**config.mk**
```make
export PLATFORM = sky130hd
export DESIGN_NAME = rd_resp_collector
export DESIGN_NICKNAME = d
export VERILOG_FILES = /design/src/rtl/xbar_pkg.sv /design/src/rtl/rd_order_fifo.sv /design/src/rtl/rd_resp_collector.sv
export SDC_FILE = /design/constraint.sdc
export NUM_CORES = 1
export LEC_CHECK = 0
export CAP_MARGIN = 15
export CORE_ASPECT_RATIO = 1.2
export CORE_MARGIN = 2
export CORE_UTILIZATION = 42
export CTS_BUF_LIST = sky130_fd_sc_hd__clkbuf_4
export CTS_CLUSTER_SIZE = 40
export DETAILED_ROUTE_END_ITERATION = 10
export PLACE_DENSITY_LB_ADDON = 0.15
export SETUP_SLACK_MARGIN = 0.5
export SLEW_MARGIN = 20
export SYNTH_ARGS = -nofsm -noshare
export SYNTH_HDL_FRONTEND = slang
export SYNTH_SLANG_ARGS = --single-unit
```
**constraint.sdc**
```tcl
create_clock -name aclk -period 3.9 [get_ports aclk]
set_input_delay 0.78 -clock aclk [delete_from_list [all_inputs] [get_ports aclk]]
set_output_delay 0.78 -clock aclk [all_outputs]
set_load 0.02 [all_outputs]
```
**src/rtl/xbar_pkg.sv**
```systemverilog
// Shared helpers for the crossbar slice.
// Width functions let each module size its index and counter fields from its own
// parameters. Parameter-dependent types are therefore declared locally in each module.
package xbar_pkg;

  // Width of a master index. A single-master crossbar still gets a 1-bit field.
  function automatic int idx_width(input int n);
    return (n <= 2) ? 1 : $clog2(n);
  endfunction

  // Width of an occupancy counter that must also represent the value 'depth'.
  function automatic int cnt_width(input int depth);
    return $clog2(depth + 1);
  endfunction

endpackage

```
**src/rtl/rd_order_fifo.sv**
```systemverilog
// Order FIFO: DEPTH entries of W-bit master indices, in issue order.
// Ports:
//   clk, rst   clock and asynchronous active-high reset
//   push, din  write din at the tail (caller never pushes when full)
//   pop        drop the head entry (caller never pops when empty)
//   head       entry at the head (valid only while count != 0)
//   count      current occupancy, 0..DEPTH
module rd_order_fifo #(
  parameter int DEPTH = 8,
  parameter int W     = 2,
  localparam int PTR_W = $clog2(DEPTH),
  localparam int CNT_W = $clog2(DEPTH + 1)
) (
  input  logic             clk,
  input  logic             rst,
  input  logic             push,
  input  logic             pop,
  input  logic [W-1:0]     din,
  output logic [W-1:0]     head,
  output logic [CNT_W-1:0] count
);

  logic [W-1:0]     mem [DEPTH];
  logic [PTR_W-1:0] wr_ptr;
  logic [PTR_W-1:0] rd_ptr;

  // Storage needs no reset; an entry is only read after it has been written.
  always_ff @(posedge clk) begin
    if (push) mem[wr_ptr] <= din;
  end

  // DEPTH is a power of two, so the pointers wrap naturally.
  always_ff @(posedge clk or posedge rst) begin
    if (rst) begin
      wr_ptr <= '0;
      rd_ptr <= '0;
      count  <= '0;
    end else begin
      if (push) wr_ptr <= wr_ptr + PTR_W'(1);
      if (pop)  rd_ptr <= rd_ptr + PTR_W'(1);
      case ({push, pop})
        2'b10:   count <= count + CNT_W'(1);
        2'b01:   count <= count - CNT_W'(1);
        default: count <= count;
      endcase
    end
  end

  always_comb head = mem[rd_ptr];

endmodule

```
**src/rtl/rd_resp_collector.sv**
```systemverilog
// Slave-port read-response collector.
// Records the target master of every issued read in an order FIFO and forwards
// only the response from the master at the FIFO head, so responses reach the
// slave port in request order, registered with 1-cycle latency.
// Ports:
//   aclk, areset        clock, asynchronous active-high reset
//   req_valid, req_mst  read issued to master req_mst this cycle
//   req_ready           order FIFO has room (low during reset)
//   m_rdata/m_resp/m_ack per-master response bundles, master i at slice i
//   s_rdata/s_resp/s_ack registered response bundle to the slave port
//   outstanding         FIFO occupancy
//   err_unexpected      sticky flag: stray ack or out-of-range req_mst
//   err_clr             synchronous clear of err_unexpected
module rd_resp_collector
  import xbar_pkg::*;
#(
  parameter int DWIDTH = 32,
  parameter int NMST   = 4,
  parameter int DEPTH  = 8,
  localparam int MIDX_W = idx_width(NMST),
  localparam int CNT_W  = cnt_width(DEPTH)
) (
  input  logic                   aclk,
  input  logic                   areset,
  input  logic                   req_valid,
  input  logic [MIDX_W-1:0]      req_mst,
  output logic                   req_ready,
  input  logic [NMST*DWIDTH-1:0] m_rdata,
  input  logic [NMST-1:0]        m_resp,
  input  logic [NMST-1:0]        m_ack,
  output logic [DWIDTH-1:0]      s_rdata,
  output logic                   s_resp,
  output logic                   s_ack,
  output logic [CNT_W-1:0]       outstanding,
  output logic                   err_unexpected,
  input  logic                   err_clr
);

  typedef logic [MIDX_W-1:0] mst_idx_t;

  mst_idx_t          head;
  logic [CNT_W-1:0]  count;
  logic              empty;
  logic              idx_ok;
  logic              push;
  logic              match;
  logic              err_set;
  logic [NMST-1:0]   head_oh;
  logic [DWIDTH-1:0] sel_rdata;
  logic              sel_resp;

  rd_order_fifo #(
    .DEPTH (DEPTH),
    .W     (MIDX_W)
  ) u_fifo (
    .clk   (aclk),
    .rst   (areset),
    .push  (push),
    .pop   (match),
    .din   (req_mst),
    .head  (head),
    .count (count)
  );

  // Occupancy is the registered count: a pop in this cycle does not free a
  // slot for a push in the same cycle, and an empty FIFO cannot match an ack
  // for an entry being pushed right now.
  always_comb begin
    empty     = (count == '0);
    idx_ok    = 32'(req_mst) < NMST;
    req_ready = ~areset & (32'(count) < DEPTH);
    push      = req_valid & req_ready & idx_ok;

    head_oh = '0;
    if (!empty) head_oh[head] = 1'b1;

    match     = |(m_ack & head_oh);
    sel_rdata = m_rdata[32'(head) * DWIDTH +: DWIDTH];
    sel_resp  = m_resp[head];

    // Any ack outside the head slot is dropped and flagged.
    err_set = (|(m_ack & ~head_oh)) | (req_valid & ~idx_ok);
  end

  always_ff @(posedge aclk or posedge areset) begin
    if (areset) begin
      s_ack          <= 1'b0;
      s_resp         <= 1'b0;
      s_rdata        <= '0;
      err_unexpected <= 1'b0;
    end else begin
      s_ack <= match;
      if (match) begin
        s_rdata <= sel_rdata;
        s_resp  <= sel_resp;
      end
      err_unexpected <= err_set | (err_unexpected & ~err_clr);
    end
  end

  always_comb outstanding = count;

endmodule

```
==> results of run 1 <==
## layer usage
metal  vias up  track usage
li1       1396            -
met1      1387        0.239
met2       121        0.347
met3         9       0.0728
met4         0       0.0604
met5         -            0
## area by class of cell
type / count / area (um^2)
fillers: 686 / 2910
clock buffers: 9 / 67.6
clock inverters: 7 / 42.5
flip-flops and latches: 61 / 1610
multi-input cells: 195 / 2010
well taps: 117 / 146
inverters: 7 / 27.5
repair buffers: 186 / 1850
## state kept, by name (all words and copies together) (netlist names)
name,flops
s_ack,1
u_fifo.mem,16
u_fifo.wr_ptr,3
err_unexpected,1
u_fifo.rd_ptr,3
s_rdata,32
u_fifo.count,4
s_resp,1
## through the flow
step	instances	utilization	total power [uW]	instance area, um^2	hold WS, ns
detailed placement	566	0.651	4540	5630	0.490
finish	582	0.664	4860	5750	0.513
global route	582	0.664	5190	5750	0.530
global placement	566	0.651	4500	5630	0.487
floorplan	281	-	3680	3770	0.480
CTS	582	0.664	4930	5740	0.517
## worst max-delay path, delay by kind of cell, from the launching register on
family	cells	cell delay, ns
muxes	3	1.04
DFF	1	0.58
adders and majority gates	2	0.51
AOI/OAI and AO/OA	3	0.47
xor gates and xnor gates	2	0.28
and+or+nand+nor	1	0.06
## synthesized netlist by cell type, drive strengths merged (2+ instances only)
cell type,count
inv,7
xnor2,3
dfrtp,45
o22ai,2
edfxtp,16
mux2i,107
nor2,9
xor2,5
nand3,3
nor3,2
mux2,36
ha,5
mux4,3
clkbuf,3
o21ai,2
nand2b,3
nand2,6
buf,15
## cell families after synthesis
group	count (synthesis)	synth area share
DFF	61	0.426
buffers and inverters	25	0.0445
adders and majority gates	6	0.0219
muxes	146	0.439
and+or+nand+nor	26	0.0319
AOI/OAI and AO/OA	9	0.0183
xor gates and xnor gates	8	0.0186
## path summary, 6_finish.rpt
kind / from / endpoint / slack, ns / cells past startpoint
setup / recovery: u_fifo.rd_ptr[0]$_DFFE_PP0P_ / u_fifo.count[3]$_DFFE_PP0P_ / 0.86 / 11
max in group asynchronous: areset / s_rdata[24]$_DFFE_PP0P_ / 2.56 / 2
hold / removal: s_rdata[28]$_DFFE_PP0P_ / s_rdata[28]$_DFFE_PP0P_ / 0.51 / 1
min in group asynchronous: areset / u_fifo.rd_ptr[1]$_DFFE_PP0P_ / 0.85 / 2
setup reg to reg: u_fifo.rd_ptr[0]$_DFFE_PP0P_ / u_fifo.count[3]$_DFFE_PP0P_ / 0.86 / 11
hold reg to reg: s_rdata[28]$_DFFE_PP0P_ / s_rdata[28]$_DFFE_PP0P_ / 0.51 / 1
## power breakdown
group / internal (uW) / leakage [uW] / switching (uW)
Clock: 126 / 0.0000591 / 235
Combinational: 1860 / 0.00182 / 1530
Sequential: 932 / 0.000669 / 182
Total: 2920 / 0.00255 / 1940
==> reports/metrics.cfg, run 1 <==
[critical_path]
cp_max_fo=8
critical_path_required_ns=4.18
critPathKind=reg -> reg
cp-start-kind=flop
worst_path_largest_cell_delay_ns=0.58
cpMaxStageDelayCell=dfrtp_1
arrival_ns=3.32
crit_path_cell_trace=mux2i_1, mux4_2, mux2i_1, o22ai_4, ha_1, ha_1, a21o_1, a21oi_1, xnor2_1, nor2_1, xor2_1
worst_setup_path_end_kind=flop

[cts]
cts-resized-gates=0
clockBufferDepth=2
cts.hold.buffers_added=0
cts_root_buf=clkbuf_4
cts.clk_slew.worst_paths_ns=0.10
tritoncts=done
numCtsBuffers=9
worstSkewPairLatency_ns=0.40
cts_max_level=3
cts.sinks=61
post_cts_buffers=0

[timing]
rsz0062_at_grt=false
clock_skew_ns=0.0179
relSlewSlack=0.472
worst_slew_pin_slew_ns=0.791
fmax_mhz=329
period_minus_slack_ns=3.04
tns_ns=0
setup_violations=0
hold_viol_final=0
finalCritPeriodShare=0.780
drv_slew=0
fin_ws_ns=0.856

[power]
leakage_uw=0.00255
peakVddDrop_mv=0.730
power.density_nw_per_um2=846

[floorplanning]
pin_count=182
fp.coreArea_um2=8660
initial_core_util=0.435
die-area_um2=9750
die_height_um=108
rows=37
dieWidth_um=90.5

[synth]
synthTopCellsByArea=dfrtp_1 (30%), mux2i_1 (28%), edfxtp_1 (13%)
ys.flop_type=dfrtp_1
avgSynthCellArea_um2=13.4
yosys.area.top_type_share=0.299
yosysWarnings=0
synthesis.nets=429
syn_area_um2=3770
ys_seq_elements=61
ys_seq_area_frac=0.426
synthArstFlopShare=0.738
synth_enable_flop_cells=16
ys_types=33
yosysTopAreaCell=dfrtp_1
synthCells=281

[grt]
grt_pass1_vias=3063
track_usage=0.203
grt_pass1_wl_um=15500
overflow=0
grt_max_degree=46
antenna_found_initial=0

[finish]
layout_commonest_cell=clkdlybuf4s50_1
drive_gt1_frac=0.129
final_net_count=608
final_cell_mix=clkdlybuf4s50_1 (181), mux2i_1 (107), dfrtp_1 (45)
areaGrowthSynthToFinish_pct=52.5
antenna_cells=0

[routing]
drc=0
routed_wl_um=9700
postRouteAntennaNets=0
vias=2913
top_layer=met4
wl_met2_um=4930
wl_met1_um=3990
vias_per_cell=5.01
wl_met3_um=679
first_pass_iters=4
dr.first_iter.drc_count=61
wire_per_inst_um=16.7

[placed_design]
gp_congestion=0.797
io_buffers=181
place_hpwl_um=7470
dpl_worst_slack_ns=0.822

[job]
maxCapViolations=0

[outcome]
status=finished clean

[worst_hold_path]
hold_path.class=reg -> reg

Note: power is estimated with default switching activity, not from simulation.
==> run 2, diff against run 1 <==
--- a/config.mk
+++ b/config.mk
@@ -8,7 +8,7 @@
 export CAP_MARGIN = 15
 export CORE_ASPECT_RATIO = 1.2
 export CORE_MARGIN = 2
-export CORE_UTILIZATION = 42
+export CORE_UTILIZATION = 38
 export CTS_BUF_LIST = sky130_fd_sc_hd__clkbuf_4
 export CTS_CLUSTER_SIZE = 40
 export DETAILED_ROUTE_END_ITERATION = 10
==> constraint.sdc (replaced) <==
create_clock -name aclk -period 2.7 [get_ports aclk]
set_input_delay 0.54 -clock aclk [delete_from_list [all_inputs] [get_ports aclk]]
set_output_delay 0.54 -clock aclk [all_outputs]
set_load 0.02 [all_outputs]
==> run 2 against run 1 <==
Non-clock buffer count rose by 8. Sequential share of layout area fell by 0.91 points. Flip-flop and latch count did not move. Sequential power rose by 47%. Setup slack got worse by 0.85 ns. First-iteration DRC count rose by 26%. Clock power rose by 69%. Via count rose by 1.6%. Clock skew fell by 0.0023 ns. Critical path type unchanged. Critical endpoint unchanged.
==> reports/metrics.cfg, run 2 (same netlist as run 1, synthesis figures left out) <==
[cts]
cts.clk_slew.worst_paths_ns=0.11  ; was 0.10 ns
worstSkewPairLatency_ns=0.40  ; about the same
numCtsBuffers=9  ; unchanged
clockBufferDepth=2  ; unchanged
cts_root_buf=clkbuf_4  ; unchanged
tritoncts=done  ; unchanged
cts.hold.buffers_added=0  ; unchanged
cts.sinks=61  ; unchanged
cts_max_level=3  ; unchanged

[grt]
grt_max_degree=37  ; was 46
overflow=0  ; unchanged
antenna_found_initial=1  ; was 0
grt_pass1_vias=3198  ; was 3063
grt_pass1_wl_um=15400  ; was 15500 um
track_usage=0.186  ; was 0.203

[critical_path]
r2r_cells=11  ; unchanged
critical_path_required_ns=2.98  ; was 4.18 ns
cp-start-kind=flop  ; unchanged
reg2reg_from=u_fifo.rd_ptr[0]$_DFFE_PP0P_  ; unchanged
startpoint=u_fifo.rd_ptr[0]$_DFFE_PP0P_  ; unchanged
critPathKind=reg -> reg  ; unchanged
arrival_ns=2.98  ; was 3.32 ns
worst_setup_path_end_kind=flop  ; unchanged
cp_max_fo=5  ; was 8

[floorplanning]
die_height_um=113  ; was 108 um
fp.coreArea_um2=9560  ; was 8660 um^2
initial_core_util=0.394  ; was 0.435
die-area_um2=10700  ; was 9750 um^2
dieWidth_um=94.9  ; was 90.5 um
rows=39  ; was 37
pin_count=182  ; unchanged

[power]
peakVddDrop_mv=0.755  ; was 0.730 mV
leakage_uw=0.00263  ; was 0.00255 uW
power.density_nw_per_um2=1270  ; was 846 nW/um^2

[timing]
drv_slew=0  ; unchanged
tns_ns=0  ; unchanged
fin_ws_ns=0.00686  ; was 0.856 ns
clock_skew_ns=0.0156  ; was 0.0179 ns
setup_violations=0  ; unchanged
period_minus_slack_ns=2.69  ; was 3.04 ns
rsz0062_at_grt=true  ; was false
worst_slew_pin_slew_ns=0.530  ; was 0.791 ns
fmax_mhz=371  ; was 329 MHz
hold_viol_final=0  ; unchanged
relSlewSlack=0.646  ; was 0.472
finalCritPeriodShare=0.997  ; was 0.780

[job]
maxCapViolations=0  ; unchanged

[finish]
drive_gt1_frac=0.161  ; was 0.129
final_net_count=616  ; was 608
multi_input_area_um2=2040  ; was 2010 um^2
fin_util=0.622  ; was 0.664
layout_top_registers=s_rdata (32), u_fifo.mem (16), u_fifo.count (4)  ; unchanged
final_cell_mix=clkdlybuf4s50_1 (180), mux2i_1 (105), dfrtp_1 (43)  ; was clkdlybuf4s50_1 (181), mux2i_1 (107), dfrtp_1 (45)
regArea_um2=1610  ; about the same
nFillCells=802  ; was 686
top_register=s_rdata  ; unchanged
largest_reg_flops=32  ; unchanged
layout_commonest_cell=clkdlybuf4s50_1  ; unchanged
areaGrowthSynthToFinish_pct=57.8  ; was 52.5%
final_area_um2=5950  ; was 5750 um^2

[routing]
vias=2959  ; was 2913
vias_per_cell=4.96  ; was 5.01
wire_per_inst_um=16.6  ; was 16.7 um
dr.first_iter.drc_count=77  ; was 61
drc=0  ; unchanged
routed_wl_um=9940  ; was 9700 um
first_pass_iters=4  ; unchanged
postRouteAntennaNets=0  ; unchanged

[placed_design]
gp_congestion=0.726  ; was 0.797
dpl_worst_slack_ns=0.00927  ; was 0.822 ns
placed_cell_area_um2=5730  ; was 5630 um^2
io_buffers=181  ; unchanged
place_hpwl_um=7720  ; was 7470 um

[worst_hold_path]
hold_path.class=in -> async  ; was reg -> reg

[outcome]
status=finished clean  ; unchanged

## run 2: cell types whose count changed in the layout (fill, tap and decap cells not counted), moves of 2 or more
cell      change
buf_12        +2
buf_4         +2
buf_6         +2
clkinv_2      -2
dfrtp_1       -2
dfrtp_2       +2
ha_1          -2
ha_4          +2
mux2i_1       -2
mux2i_2       +2
## run 2: what timing repair did
action	in CTS	in global routing
buffers inserted	1	0
cloned	2	0
setup endpoints to repair	40	38
resized for setup	8	0
## run 2: area by class of cell
type	count	area share
Clock buffer	10	0.0126
Clock inverter	6	0.00926
Tap cell	123	0.0259
Timing Repair Buffer	194	0.334
Inverter	7	0.00442
Sequential cell	61	0.271
Antenna cell	1	0.000421
Multi-Input combinational cell	195	0.343
## run 2: per-layer routing
metal  track usage  vias up  part of all wire
met3        0.0559       17             0.099
met5             0        -                 0
li1              -     1406                 -
met2         0.319      118              0.49
met4        0.0744        0             0.019
met1         0.215     1418              0.39
## run 2: final timing paths
path                                                     to  slack, ns
worst min register to register       s_rdata[2]$_DFFE_PP0P_       0.52
worst min-delay path                s_rdata[21]$_DFFE_PP0P_       0.52
max in group asynchronous           s_rdata[13]$_DFFE_PP0P_       1.67
min in group aclk                    s_rdata[2]$_DFFE_PP0P_       0.52
worst max-delay path            u_fifo.count[3]$_DFFE_PP0P_      0.007
worst max register to register  u_fifo.count[3]$_DFFE_PP0P_      0.007
## run 2: per-stage QoR
step / hold WS, ns / power, uW / std cells
after floorplan: 0.480 / 5460 / 281
after global placement: 0.491 / 6620 / 577
after detailed placement: 0.495 / 6730 / 577
after CTS: 0.510 / 7680 / 596
after global routing: 0.536 / 8060 / 597
final: 0.517 / 7560 / 597
## run 2: power by group
| part | total, uW | switching, uW | leakage [uW] | internal (uW) |
|---|---|---|---|---|
| clock network | 610 | 326 | 0.0000712 | 284 |
| registers | 1630 | 275 | 0.000667 | 1350 |
| logic | 5330 | 2300 | 0.00189 | 3030 |
| total | 7560 | 2900 | 0.00263 | 4660 |
## run 2: critical path: stages (launching register included)
cell     delay [ns]
dfrtp_2        0.47
mux2i_1        0.13
mux4_2         0.55
mux2i_2        0.29
o22ai_4        0.12
ha_4           0.19
ha_4           0.20
a21o_1         0.16
a21oi_2        0.13
xnor2_1        0.13
nor2_1         0.08
xor2_1         0.14
